==> src/rtl/instruction_fetch_unit_if.sv <==
// Bundle between the fetch unit, instruction memory, branch/hazard logic and the IF/ID stage.
// The fetch unit takes the master side; memory and the surrounding pipeline take the slave side.
interface instruction_fetch_unit_if;
    logic [31:0] Branch_target;
    logic        Branch_taken;
    logic        Stall;
    logic        Imem_req;
    logic [31:0] Imem_addr;
    logic        Imem_ready;
    logic [31:0] Imem_rdata;
    logic [31:0] IFID_pc;
    logic [31:0] IFID_instr;
    logic        IFID_valid;

    modport master (
        input  Branch_target,
        input  Branch_taken,
        input  Stall,
        input  Imem_ready,
        input  Imem_rdata,
        output Imem_req,
        output Imem_addr,
        output IFID_pc,
        output IFID_instr,
        output IFID_valid
    );

    modport slave (
        output Branch_target,
        output Branch_taken,
        output Stall,
        output Imem_ready,
        output Imem_rdata,
        input  Imem_req,
        input  Imem_addr,
        input  IFID_pc,
        input  IFID_instr,
        input  IFID_valid
    );
endinterface

==> src/rtl/instruction_fetch_unit.sv <==
// Instruction fetch stage: issues word fetches, absorbs decode stalls in a one-entry hold
// buffer and drops words belonging to a path that a taken branch has redirected away from.
module instruction_fetch_unit #(
    parameter logic [31:0] RESET_PC = 32'h00000000
) (
    input  logic                            CLK,
    input  logic                            RESET,
    instruction_fetch_unit_if.master        bus_io
);
    localparam logic [1:0] StFetch   = 2'd0;
    localparam logic [1:0] StHold    = 2'd1;
    localparam logic [1:0] StDiscard = 2'd2;

    localparam logic [31:0] NopInstr = 32'h00000013;

    logic [1:0]  state_q, state_d;
    logic [31:0] fetch_pc_q, fetch_pc_d;
    logic [31:0] redirect_pc_q, redirect_pc_d;
    logic [31:0] hold_pc_q, hold_pc_d;
    logic [31:0] hold_instr_q, hold_instr_d;
    logic [31:0] ifid_pc_q, ifid_pc_d;
    logic [31:0] ifid_instr_q, ifid_instr_d;
    logic        ifid_valid_q, ifid_valid_d;

    logic [31:0] target;
    logic [31:0] pc_plus4;

    assign target   = {bus_io.Branch_target[31:2], 2'b00};
    assign pc_plus4 = fetch_pc_q + 32'd4;

    assign bus_io.Imem_req   = RESET && (state_q != StHold);
    assign bus_io.Imem_addr  = {fetch_pc_q[31:2], 2'b00};
    assign bus_io.IFID_pc    = ifid_pc_q;
    assign bus_io.IFID_instr = ifid_instr_q;
    assign bus_io.IFID_valid = ifid_valid_q;

    always_comb begin
        state_d       = state_q;
        fetch_pc_d    = fetch_pc_q;
        redirect_pc_d = redirect_pc_q;
        hold_pc_d     = hold_pc_q;
        hold_instr_d  = hold_instr_q;
        ifid_pc_d     = ifid_pc_q;
        ifid_instr_d  = ifid_instr_q;
        ifid_valid_d  = ifid_valid_q;

        unique case (state_q)
            StHold: begin
                if (bus_io.Branch_taken) begin
                    fetch_pc_d   = target;
                    ifid_valid_d = 1'b0;
                    state_d      = StFetch;
                end else if (!bus_io.Stall) begin
                    ifid_pc_d    = hold_pc_q;
                    ifid_instr_d = hold_instr_q;
                    ifid_valid_d = 1'b1;
                    state_d      = StFetch;
                end
            end
            StDiscard: begin
                ifid_valid_d = 1'b0;
                // A branch arriving in the same cycle as the stale word still wins.
                if (bus_io.Branch_taken) begin
                    redirect_pc_d = target;
                end
                if (bus_io.Imem_ready) begin
                    fetch_pc_d = bus_io.Branch_taken ? target : redirect_pc_q;
                    state_d    = StFetch;
                end
            end
            default: begin
                if (bus_io.Branch_taken) begin
                    ifid_valid_d = 1'b0;
                    if (bus_io.Imem_ready) begin
                        fetch_pc_d = target;
                    end else begin
                        redirect_pc_d = target;
                        state_d       = StDiscard;
                    end
                end else if (bus_io.Imem_ready) begin
                    fetch_pc_d = pc_plus4;
                    if (bus_io.Stall) begin
                        hold_pc_d    = fetch_pc_q;
                        hold_instr_d = bus_io.Imem_rdata;
                        state_d      = StHold;
                    end else begin
                        ifid_pc_d    = fetch_pc_q;
                        ifid_instr_d = bus_io.Imem_rdata;
                        ifid_valid_d = 1'b1;
                    end
                end else if (!bus_io.Stall) begin
                    ifid_valid_d = 1'b0;
                end
            end
        endcase
    end

    always_ff @(posedge CLK) begin
        if (!RESET) begin
            state_q       <= StFetch;
            fetch_pc_q    <= RESET_PC;
            redirect_pc_q <= RESET_PC;
            hold_pc_q     <= 32'd0;
            hold_instr_q  <= 32'd0;
            ifid_pc_q     <= 32'd0;
            ifid_instr_q  <= NopInstr;
            ifid_valid_q  <= 1'b0;
        end else begin
            state_q       <= state_d;
            fetch_pc_q    <= fetch_pc_d;
            redirect_pc_q <= redirect_pc_d;
            hold_pc_q     <= hold_pc_d;
            hold_instr_q  <= hold_instr_d;
            ifid_pc_q     <= ifid_pc_d;
            ifid_instr_q  <= ifid_instr_d;
            ifid_valid_q  <= ifid_valid_d;
        end
    end
endmodule

==> src/flat_wrapper.sv <==
// flat-port wrapper written by rule: the top's interface ports become plain ports
module instruction_fetch_unit_flat 
#(
    parameter logic [31:0] RESET_PC = 32'h00000000
)
  (CLK, RESET, bus_io_Branch_target, bus_io_Branch_taken, bus_io_Stall, bus_io_Imem_ready, bus_io_Imem_rdata, bus_io_Imem_req, bus_io_Imem_addr, bus_io_IFID_pc, bus_io_IFID_instr, bus_io_IFID_valid);
  instruction_fetch_unit_if bus_io_i ();
  input  logic CLK;
  input  logic RESET;
  input wire logic [$bits(bus_io_i.Branch_target)-1:0] bus_io_Branch_target;
  input wire logic [$bits(bus_io_i.Branch_taken)-1:0] bus_io_Branch_taken;
  input wire logic [$bits(bus_io_i.Stall)-1:0] bus_io_Stall;
  input wire logic [$bits(bus_io_i.Imem_ready)-1:0] bus_io_Imem_ready;
  input wire logic [$bits(bus_io_i.Imem_rdata)-1:0] bus_io_Imem_rdata;
  output wire logic [$bits(bus_io_i.Imem_req)-1:0] bus_io_Imem_req;
  output wire logic [$bits(bus_io_i.Imem_addr)-1:0] bus_io_Imem_addr;
  output wire logic [$bits(bus_io_i.IFID_pc)-1:0] bus_io_IFID_pc;
  output wire logic [$bits(bus_io_i.IFID_instr)-1:0] bus_io_IFID_instr;
  output wire logic [$bits(bus_io_i.IFID_valid)-1:0] bus_io_IFID_valid;
  assign bus_io_i.Branch_target = bus_io_Branch_target;
  assign bus_io_i.Branch_taken = bus_io_Branch_taken;
  assign bus_io_i.Stall = bus_io_Stall;
  assign bus_io_i.Imem_ready = bus_io_Imem_ready;
  assign bus_io_i.Imem_rdata = bus_io_Imem_rdata;
  assign bus_io_Imem_req = bus_io_i.Imem_req;
  assign bus_io_Imem_addr = bus_io_i.Imem_addr;
  assign bus_io_IFID_pc = bus_io_i.IFID_pc;
  assign bus_io_IFID_instr = bus_io_i.IFID_instr;
  assign bus_io_IFID_valid = bus_io_i.IFID_valid;
  instruction_fetch_unit #(.RESET_PC(RESET_PC)) u_core (.CLK(CLK), .RESET(RESET), .bus_io(bus_io_i));
endmodule
==> config.mk <==
export PLATFORM = sky130hd
export DESIGN_NAME = instruction_fetch_unit_flat
export DESIGN_NICKNAME = d
export VERILOG_FILES = /design/src/rtl/instruction_fetch_unit_if.sv /design/src/rtl/instruction_fetch_unit.sv /design/src/flat_wrapper.sv
export SDC_FILE = /design/constraint.sdc
export NUM_CORES = 1
export LEC_CHECK = 0
export CAP_MARGIN = 20
export CORE_MARGIN = 3
export CORE_UTILIZATION = 30
export CTS_CLUSTER_SIZE = 14
export DETAILED_ROUTE_END_ITERATION = 7
export HOLD_SLACK_MARGIN = 0.06
export MAX_ROUTING_LAYER = met4
export PLACE_DENSITY = 0.55
export SETUP_SLACK_MARGIN = 0.2
export SLEW_MARGIN = 40
export SYNTH_ARGS = -nofsm -noshare
export SYNTH_HDL_FRONTEND = slang
export SYNTH_SLANG_ARGS = --single-unit
==> constraint.sdc <==
create_clock -name CLK -period 5.2 [get_ports CLK]
set_input_delay 1.04 -clock CLK [delete_from_list [all_inputs] [get_ports CLK]]
set_output_delay 1.04 -clock CLK [all_outputs]
set_load 0.01 [all_outputs]
==> results of run 1 <==
==> stage by stage <==
stage                     setup slack, ps  hold slack, ps  instances  utilization  area (µm²)
final                                1770             452       1529        0.382       11000
after floorplan                      2150             434       1062            -        8790
after global placement               1230             441       1497        0.361       10400
after global routing                 1720             472       1529        0.382       11000
after detailed placement             1500             446       1497        0.362       10400
after CTS                            1710             456       1529        0.382       11000
==> layer usage <==
metal	wire, µm	part of all wire	global-route usage
met5	0	0	-
met4	298	0.012	0.0396
met3	1130	0.046	0.0270
met2	11000	0.44	0.237
met1	12400	0.50	0.231
==> state kept, by name, summed over array words and instances (netlist names) <==
signal,flops
u_core.state_q,2
u_core.bus_io.IFID_instr,32
u_core.redirect_pc_q,32
u_core.bus_io.IFID_valid,1
u_core.hold_pc_q,32
u_core.hold_instr_q,32
u_core.bus_io.IFID_pc,32
u_core.fetch_pc_q,32
==> cell usage in the layout (no fill, tap or decap), drive strengths merged, types with 3 or more instances in the layout <==
| cell | n |
|---|---|
| nor2 | 83 |
| nand4 | 8 |
| a221oi | 7 |
| a22oi | 7 |
| clkbuf | 18 |
| clkdlybuf4s50 | 161 |
| a222oi | 6 |
| o22ai | 5 |
| o221a | 3 |
| nor4 | 8 |
| mux2 | 3 |
| o21a | 3 |
| o211ai | 7 |
| a31oi | 4 |
| nor2b | 5 |
| a22o | 6 |
| a311oi | 3 |
| nor3 | 14 |
| dfxtp | 195 |
| a211oi | 61 |
| and3 | 11 |
| clkinv | 4 |
| nand3 | 18 |
| inv | 17 |
| buf | 15 |
| nand2 | 214 |
| a221o | 6 |
| a21oi | 120 |
| o21ai | 32 |
| o211a | 3 |
| mux2i | 68 |
| ha | 3 |
==> critical path, cell delays in order <==
cell and delay [ps]:
clkdlybuf4s50_1 610, inv_4 50, nor2_1 90, clkdlybuf4s50_1 600
==> final cells by class <==
| type | instances | share of cell area |
|---|---|---|
| Sequential cell | 195 | 0.355 |
| Timing Repair Buffer | 176 | 0.159 |
| Clock buffer | 18 | 0.0390 |
| Tap cell | 384 | 0.0437 |
| Inverter | 9 | 0.00330 |
| Clock inverter | 14 | 0.0125 |
| Multi-Input combinational cell | 733 | 0.388 |
==> power breakdown <==
group / switching (mW) / internal [mW]
registers: 0.0962 / 1.59
clock network: 0.654 / 0.639
logic: 0.405 / 0.340
total: 1.16 / 2.57
==> cell families (layout without fill, tap and decap cells) <==
| kind of cell | count (synthesis) | in the layout |
|---|---|---|
| DFF | 195 | 195 |
| adders and majority gates | 3 | 3 |
| buffers and inverters | 134 | 217 |
| AOI/OAI and AO/OA | 284 | 284 |
| other | 1 | 2 |
| xor gates and xnor gates | 1 | 1 |
| muxes | 71 | 71 |
| and+or+nand+nor | 372 | 372 |
==> how the worst max path moves through the flow <==
stage                                    from  cells after the start               endpoint  slack [ps]
after floorplan                         RESET                      5        bus_io_Imem_req        2150
after global placement                  RESET                      7  u_core.fetch_pc_q[31]        1230
after detailed placement  bus_io_Branch_taken                      7   u_core.hold_pc_q[22]        1500
after CTS                               RESET                      4        bus_io_Imem_req        1710
after global routing                    RESET                      4        bus_io_Imem_req        1720
final                                   RESET                      4        bus_io_Imem_req        1770
==> results.md, run 1 <==
* Slew @ Worst Pin at 757 ps
* Hold Path Origin: u_core.redirect_pc_q[3]
* Largest net degree at the start of global routing at 129
* First-pass GRT wire length at 39100 µm
* Number of synthesized register bits at 195
* Syn_area_per_cell at 8.28 µm²
* Top-count cell post-synth: nand2_1
* Synth-to-Final Area Change at 25.1%
* Pleak at 3.65 nW
* Synth Area in Simple Gates at 0.184
* Pwr dens at 339 nW/µm²
* Synth top area share at 0.444
* Rel. slew slack at 0.493
* Tot Pwr at 3.72 mW
* Area contributors post-synth: dfxtp_1, nand2_1, mux2i_1, a21oi_1, a211oi_1
* Final period util at 0.659
* Post-cts sizing count at 0
* Vias per Instance at 4.88
* Hold Violations, Final at 0
* WL final at 24800 µm
* Die Ht at 177 µm
* Cts hold-fix bufs at 0
* CTS Buf Count at 17
* Initial Util at 0.305
* Setup TNS at 0 ps
* Multi-input logic area at 4260 µm²
* Mapped Area at 8790 µm²
* Worst EP arrival at 2390 ps
* Clock skew at 20.9 ps
* Share of layout cells above drive strength 1 at 0.0603
* R2r endpoint: u_core.hold_pc_q[14]
* Detailed Place HPWL at 16400 µm
* Leading area contributor after synthesis: dfxtp_1
* Drt initial violations at 532
* Top cell types by occurrence after synthesis: nand2_1, dfxtp_1, a21oi_1, nor2_1, mux2i_1
* Synth warnings at 0
* Outcome: finished clean
* Nets@finish at 1204
* Reg2reg start: u_core.state_q[0]
* # IOs at 167
* Die width at 177 µm
* DRC at 0
* Sequential share of the synthesized area at 0.444
* Synthesized netlist cell count at 1061
* Crit Path Max Fanout at 2
* ANT nets after route at 0
* FMAX at 292 MHz
* WL/cell at 16.2 µm
* Skew-Pair Late Insertion Delay at 440 ps
* N_diodes at 0
* Setup crit end kind: output port
* IO Port Bufs at 162
* Filler cells at 2920
* Unrepaired setup endpoints after global routing: false
* Crit start category: input port
* Vias in the first global route at 6836
* HP Class: flip-flop to flip-flop
* Rows at 62
* Critical Path RT at 4160 ps
* Maximum VDD drop at 227 µV
* Initial DRT Pass Iterations at 8
* Clk root buf: clkbuf_16
* Die area at 31400 µm²
* Crit Path Class: input port to output port
* Synth Area in Compound Gates at 0.207
* Worst-path clk slew at 70 ps
* Register Area at 3900 µm²
* Overall routing resource usage at 0.161
* Max cap viols at 0
* Core ar. at 28800 µm²
* Post-CTS Setup Bufs at 0
* Adder-cell share of the synthesized area at 0.00427
* Post-synthesis xor/xnor area fraction at 0.000997
* EDFF count, synth at 0
* Top FF cell, synth: dfxtp_1
* Clock Path Buffers at 2
* Detailed-route via count at 7465
* H-tree level count at 4
* Final setup violation count at 0
* Yosys cell types at 60
* Largest family of logic cells by synthesized area: compound AO/OA/AOI/OAI gates
* Initial antenna violation count at 0
* Gr ovfl total at 0
* Asr flop ratio synth at 0
* Num Clock Sinks at 195
* GPL Wtd Cong at 0.772
* Hold EP: u_core.redirect_pc_q[3]
* Hold depth at 2
* Slew Limit Fails at 0
* TritonCTS clock tree: built
* Mux contribution to synthesized area at 0.0813
* Reg2Reg Depth at 8
* R2R Setup Slk at 2430 ps
* Tmin final at 3430 ps
Power figures use the tool's default switching activity.
==> inputs of run 2 (changes only) <==
- clock period: 5.2 -> 3.55 ns (I/O delays scaled with it)
==> run 2 against run 1 <==
First-iteration DRC count decreased by 0.94%. Cell area up 1.3%. Die area unchanged. Via count grew 1.2%. Worst setup slack worse by 1000 ps. Utilization rose by 0.50 points. Total power is 49% higher. Clock skew decreased by 3.1 ps. Combinational power up 49%. Critical path type unchanged.
==> results.md, run 2 (synthesis results as in run 1) <==
* Outcome: finished clean
* Pleak at 3.74 nW
* Seq pwr share at 0.446
* Rows at 62
* Pwr dens at 497 nW/µm²
* Critical path depth at 4
* WL final at 24600 µm
* CP Buf/Inv Count at 3
* R2R Setup Slk at 920 ps
* Worst-path clk slew at 70 ps
* Gr ovfl total at 0
* Vias per Instance at 4.91
* Commonest non-fill, non-tap cells in the layout: nand2_1, dfxtp_1, clkdlybuf4s50_1
* Num Clock Sinks at 195
* Crit Path Max Fanout at 2
* Switch share at 0.313
* Vias in the first global route at 6828
* Clock Path Buffers at 2
* CP max-delay cell: clkdlybuf4s50_1
* Hold Violations, Final at 0
* Crit path max-delay family: buffers and inverters
* Psw at 1.73 mW
* Unrepaired setup endpoints after global routing: false
* DRC at 0
* ANT nets after route at 0
* Critical Path RT at 2840 ps
* Skew-Pair Late Insertion Delay at 440 ps
* Logic pwr share at 0.201
* Synth-to-Final Area Change at 26.7%
* Setup crit end kind: output port
* Die Ht at 177 µm
* First-pass GRT wire length at 38700 µm
* Die area at 31400 µm²
* FMAX at 360 MHz
* Worst EP arrival at 2070 ps
* Crit start category: input port
* # IOs at 167
* HP Class: flip-flop to flip-flop
* Final period util at 0.782
* Setup TNS at 0 ps
* Share of layout cells above drive strength 1 at 0.0667
* Initial DRT Pass Iterations at 5
* Clk root buf: clkbuf_16
* Clock skew at 17.8 ps
* Post-CTS Setup Bufs at 0
* Cts hold-fix bufs at 0
* Slew @ Worst Pin at 869 ps
* R2r endpoint: u_core.fetch_pc_q[12]
* GPL Wtd Cong at 0.788
* Rel. slew slack at 0.421
* Pint at 3.80 mW
* Crit Path Class: input port to output port
* Maximum VDD drop at 308 µV
* Crit-path cells: clkdlybuf4s50_1, inv_4, nor2_1, clkdlybuf4s50_1
* Drt initial violations at 527
* H-tree level count at 4
* Register Area at 3900 µm²
* Detailed-route via count at 7552
* Final setup violation count at 0
* Die width at 177 µm
* Tot Pwr at 5.54 mW
* Reg2Reg Depth at 7
* Hold EP: u_core.hold_pc_q[12]
* Multi-input logic area at 4250 µm²
* Nets@finish at 1213
* Reg2reg start: u_core.state_q[0]
* IO Port Bufs at 162
* Clock power frac at 0.353
* CP max stage delay at 600 ps
* Tmin final at 2780 ps
* Setup crit start: RESET
* Overall routing resource usage at 0.159
* Max cap viols at 0
* WL/cell at 16.0 µm
* Detailed Place HPWL at 16300 µm
* Largest net degree at the start of global routing at 173
* Hold Path Origin: u_core.hold_pc_q[12]
* N_diodes at 0
* Commonest non-fill, non-tap cell in the layout: nand2_1
* Hold depth at 2
* Core ar. at 28800 µm²
* Initial antenna violation count at 0
* Filler cells at 2924
* CTS Buf Count at 17
* Post-cts sizing count at 0
* Most used cell, CP: clkdlybuf4s50_1
* Initial Util at 0.305
* TritonCTS clock tree: built
* Slew Limit Fails at 0
## run 2: cell types whose count changed in the layout (fill, tap and decap cells not counted), moves of 2 or more
| cell | previous run | this run |
|---|---|---|
| buf_12 | 1 | 5 |
| buf_4 | 10 | 17 |
| buf_6 | 3 | 1 |
| clkinv_8 | 1 | 5 |
| clkinvlp_4 | 2 | 0 |
| inv_6 | 4 | 2 |
## run 2: final cells by class
cell class                 count  area share
sequential                   195       0.351
tap                          384      0.0431
multi-input combinational    733       0.382
inverter                       9     0.00326
clock buffer                  17      0.0382
timing repair buffer         185       0.167
clock inverter                15      0.0160
## run 2: metal layers
| layer | routed length (µm) | up-vias | track usage |
|---|---|---|---|
| li1 | - | 3867 | - |
| met1 | 12100 | 3482 | 0.227 |
| met2 | 11000 | 185 | 0.236 |
| met3 | 1210 | 18 | 0.0247 |
| met4 | 233 | 0 | 0.0367 |
| met5 | 0 | - | - |
## run 2: tightest hold or removal path: stages, from the launching register on
cell	delay [ps]
dfxtp_1	310
nand2_1	50
a21oi_1	50
## run 2: metrics by stage
| step | instance area, µm² | util | instances | worst slack [ps] | hold WS (ps) |
|---|---|---|---|---|---|
| floorplan | 8790 | - | 1062 | 1160 | 434 |
| global placement | 10500 | 0.366 | 1506 | 536 | 441 |
| detailed placement | 10500 | 0.366 | 1506 | 601 | 446 |
| CTS | 11100 | 0.387 | 1538 | 708 | 456 |
| global route | 11100 | 0.387 | 1538 | 719 | 471 |
| finish | 11100 | 0.387 | 1538 | 775 | 455 |
## run 2: power groups by stage
stage | Sequential, mW | Clock, mW | Combinational (mW)
final | 2.47 | 1.95 | 1.11
after floorplan | 2.49 | 0 | 0.704
after global placement | 2.52 | 0 | 1.12
after CTS | 2.47 | 2.02 | 1.13
after detailed placement | 2.52 | 0 | 1.12
after global routing | 2.49 | 2.11 | 1.23
## run 2: how the worst max path moves through the flow
stage / to / slack [ps]
floorplan: bus_io_Imem_req / 1160
global placement: u_core.fetch_pc_q[12] / 540
detailed placement: u_core.fetch_pc_q[12] / 600
CTS: bus_io_Imem_req / 710
global route: bus_io_Imem_req / 720
finish: bus_io_Imem_req / 770
==> edit (settings of run 2) <==
`hold_instr_q` no longer has a reset.
--- a/src/rtl/instruction_fetch_unit.sv
+++ b/src/rtl/instruction_fetch_unit.sv
@@ -101,7 +101,6 @@
             fetch_pc_q    <= RESET_PC;
             redirect_pc_q <= RESET_PC;
             hold_pc_q     <= 32'd0;
-            hold_instr_q  <= 32'd0;
             ifid_pc_q     <= 32'd0;
             ifid_instr_q  <= NopInstr;
             ifid_valid_q  <= 1'b0;
@@ -110,11 +109,14 @@
             fetch_pc_q    <= fetch_pc_d;
             redirect_pc_q <= redirect_pc_d;
             hold_pc_q     <= hold_pc_d;
-            hold_instr_q  <= hold_instr_d;
             ifid_pc_q     <= ifid_pc_d;
             ifid_instr_q  <= ifid_instr_d;
             ifid_valid_q  <= ifid_valid_d;
         end
     end
+
+    always_ff @(posedge CLK) begin
+        hold_instr_q <= hold_instr_d;
+    end
 endmodule
 
Function: not settled (the Yosys comparison gave no result); the edit may change what the design does.
==> edit against run 2 <==
  * Power fell by 1.3%
  * Clock power is 2% lower
  * Largest cell class is now flip-flops and latches
  * Count of clock-buffer cells in the layout unchanged
  * Final area decreased by 0.30%
  * Worst setup slack got worse by 6.7 ps
  * Global-route usage is 0.33 points higher
  * Synthesized area rose by 0.41%
  * Hold slack got worse by 1.3 ps
  * Sequential cell count stayed put
  * Wire length grew 1.9%
==> edit: results (changes against run 2) <==
- Status: finished, final reports clean
- Distinct cells, synth: 61 (+1.7%)
- # fillers: 2945 (+0.72%)
- Clk buf depth: 2 (unchanged)
- Vias in the first global route: 6798 (-0.44%)
- Clock skew after layout: 14.5 ps (-3.28 ps)
- WL per Instance: 17.2 µm (+7.3%)
- Post-CTS setup buffers: 0 (unchanged)
- Post-CTS sizing: 0 (unchanged)
- Seq/Total Area, Yosys: 0.479 (+0.0345)
- Routed vias: 7261 (-3.9%)
- Total Routing Usage GR: 0.162 (+0.00332)
- Tightest Hold Check Type: reg2reg
- Reg2reg path depth: 7 (unchanged)
- First-pass GRT wire length: 39100 µm (+1.1%)
- Nets@finish: 1134 (-6.5%)
- Synth cell count leaders: dfxtp_1 (163), nand2_1 (157), a21oi_1 (89), nor2_1 (79), mux2i_1 (71)
- Pre-CTS setup slack: 628 ps (+27.7 ps)
- Initial antenna violation count: 1 (+1)
- Critical path arrival: 2070 ps (about the same)
- DR pass1 iterations: 5 (unchanged)
- Leakage: 3.62 nW (-3.2%)
- Slew HR: 0.500 (+0.0789)
- Synth async-reset ratio: 0 (unchanged)
- Worst-skew pair later-pin latency: 440 ps (about the same)
- Hold path depth: 2 (unchanged)
- EDFF count, synth: 32 (+32)
- Max FO, Critical Path: 2 (unchanged)
- Area contributors post-synth: dfxtp_1 (37%), edfxtp_1 (11%), mux2i_1 (8.1%)
- Fraction of final layout cells sized beyond drive strength 1: 0.0679 (+0.00118)
- Peak VDD IR: 298 µV (-3.2%)
- Maximum number of pins on one net before global-route repair: 136 (-21%)
- Cts bufs inserted: 17 (unchanged)
- Detailed Route Iter0 Violations: 619 (+17%)
- Synth Warn #: 0 (unchanged)
- GPL Wtd Cong: 0.784 (-0.48%)
- Root buf cell: clkbuf_16
- Reg clk slew, reported paths: 70 ps (about the same)
- DP Wirelength: 16600 µm (+1.8%)
- Port bufs: 162 (unchanged)
- H-tree depth: 4 (unchanged)
-- edit: changes by cell type in the layout (fill, tap and decap cells not counted), sizes merged, moves of 6 or more --
cell / run 2 / this run
a222oi: 6 / 0
edfxtp: 0 / 32
nand3: 18 / 12
a21oi: 120 / 89
dfxtp: 195 / 163
nand4: 8 / 16
nand2: 214 / 157
-- edit: layer usage --
metal | GRT usage | vias to the layer above | wire length, µm
met2 | 0.242 | 167 | 11500
met4 | 0.0445 | 0 | 434
met3 | 0.0319 | 26 | 978
met5 | - | - | 0
li1 | - | 3651 | -
met1 | 0.224 | 3417 | 12200
-- edit: per-stage QoR --
| stage | hold slack, ps | utilization | cell area [µm²] | cells | total power, mW |
|---|---|---|---|---|---|
| after floorplan | 434 | - | 8830 | 976 | 3.19 |
| after global placement | 440 | 0.364 | 10500 | 1427 | 3.61 |
| after detailed placement | 446 | 0.364 | 10500 | 1427 | 3.62 |
| after CTS | 456 | 0.385 | 11100 | 1459 | 5.55 |
| after global routing | 474 | 0.385 | 11100 | 1460 | 5.75 |
| final | 453 | 0.385 | 11100 | 1460 | 5.46 |
-- edit: logic make-up after synthesis --
| logic type | Yosys count | share of synthesized area |
|---|---|---|
| compound gates | 260 | 0.190 |
| xor+xnor | 1 | 0.000993 |
| fa+ha+maj | 3 | 0.00425 |
| buf+inv | 121 | 0.0744 |
| flops | 195 | 0.479 |
| mux | 74 | 0.0844 |
| other cells | 1 | 0.000425 |
| simple gates | 320 | 0.167 |
-- edit: critical path: stages --
cell and delay (ps):
clkdlybuf4s50_1 630, inv_4 60, nor2_1 90, clkdlybuf4s50_1 580
-- edit: power by group --
part           internal, mW  switching [mW]  leakage [nW]  total [mW]
combinational         0.476           0.552          1.72        1.03
clock                 0.942           0.965         0.279        1.91
sequential             2.38           0.144          1.62        2.53
-- edit: layout make-up --
cell class / instances / area [µm²] / share of cell area
Inverter: 6 / 25.0 / 0.00225
Sequential cell: 195 / 4220 / 0.380
Antenna cell: 1 / 2.50 / 0.000225
Clock inverter: 15 / 161 / 0.0145
Multi-Input combinational cell: 660 / 3970 / 0.358
Tap cell: 384 / 480 / 0.0433
Clock buffer: 17 / 425 / 0.0383
Timing Repair Buffer: 182 / 1810 / 0.163
-- edit: final timing paths --
path / from / endpoint / slack, ps
max: RESET / bus_io_Imem_req / 770
min: u_core.hold_pc_q[4]$_SDFFE_PN0P_ / u_core.hold_pc_q[4]$_SDFFE_PN0P_ / 450
max reg2reg: u_core.state_q[0]$_SDFFE_PN0P_ / u_core.fetch_pc_q[15]$_SDFFE_PN0P_ / 990
min reg2reg: u_core.hold_pc_q[4]$_SDFFE_PN0P_ / u_core.hold_pc_q[4]$_SDFFE_PN0P_ / 450
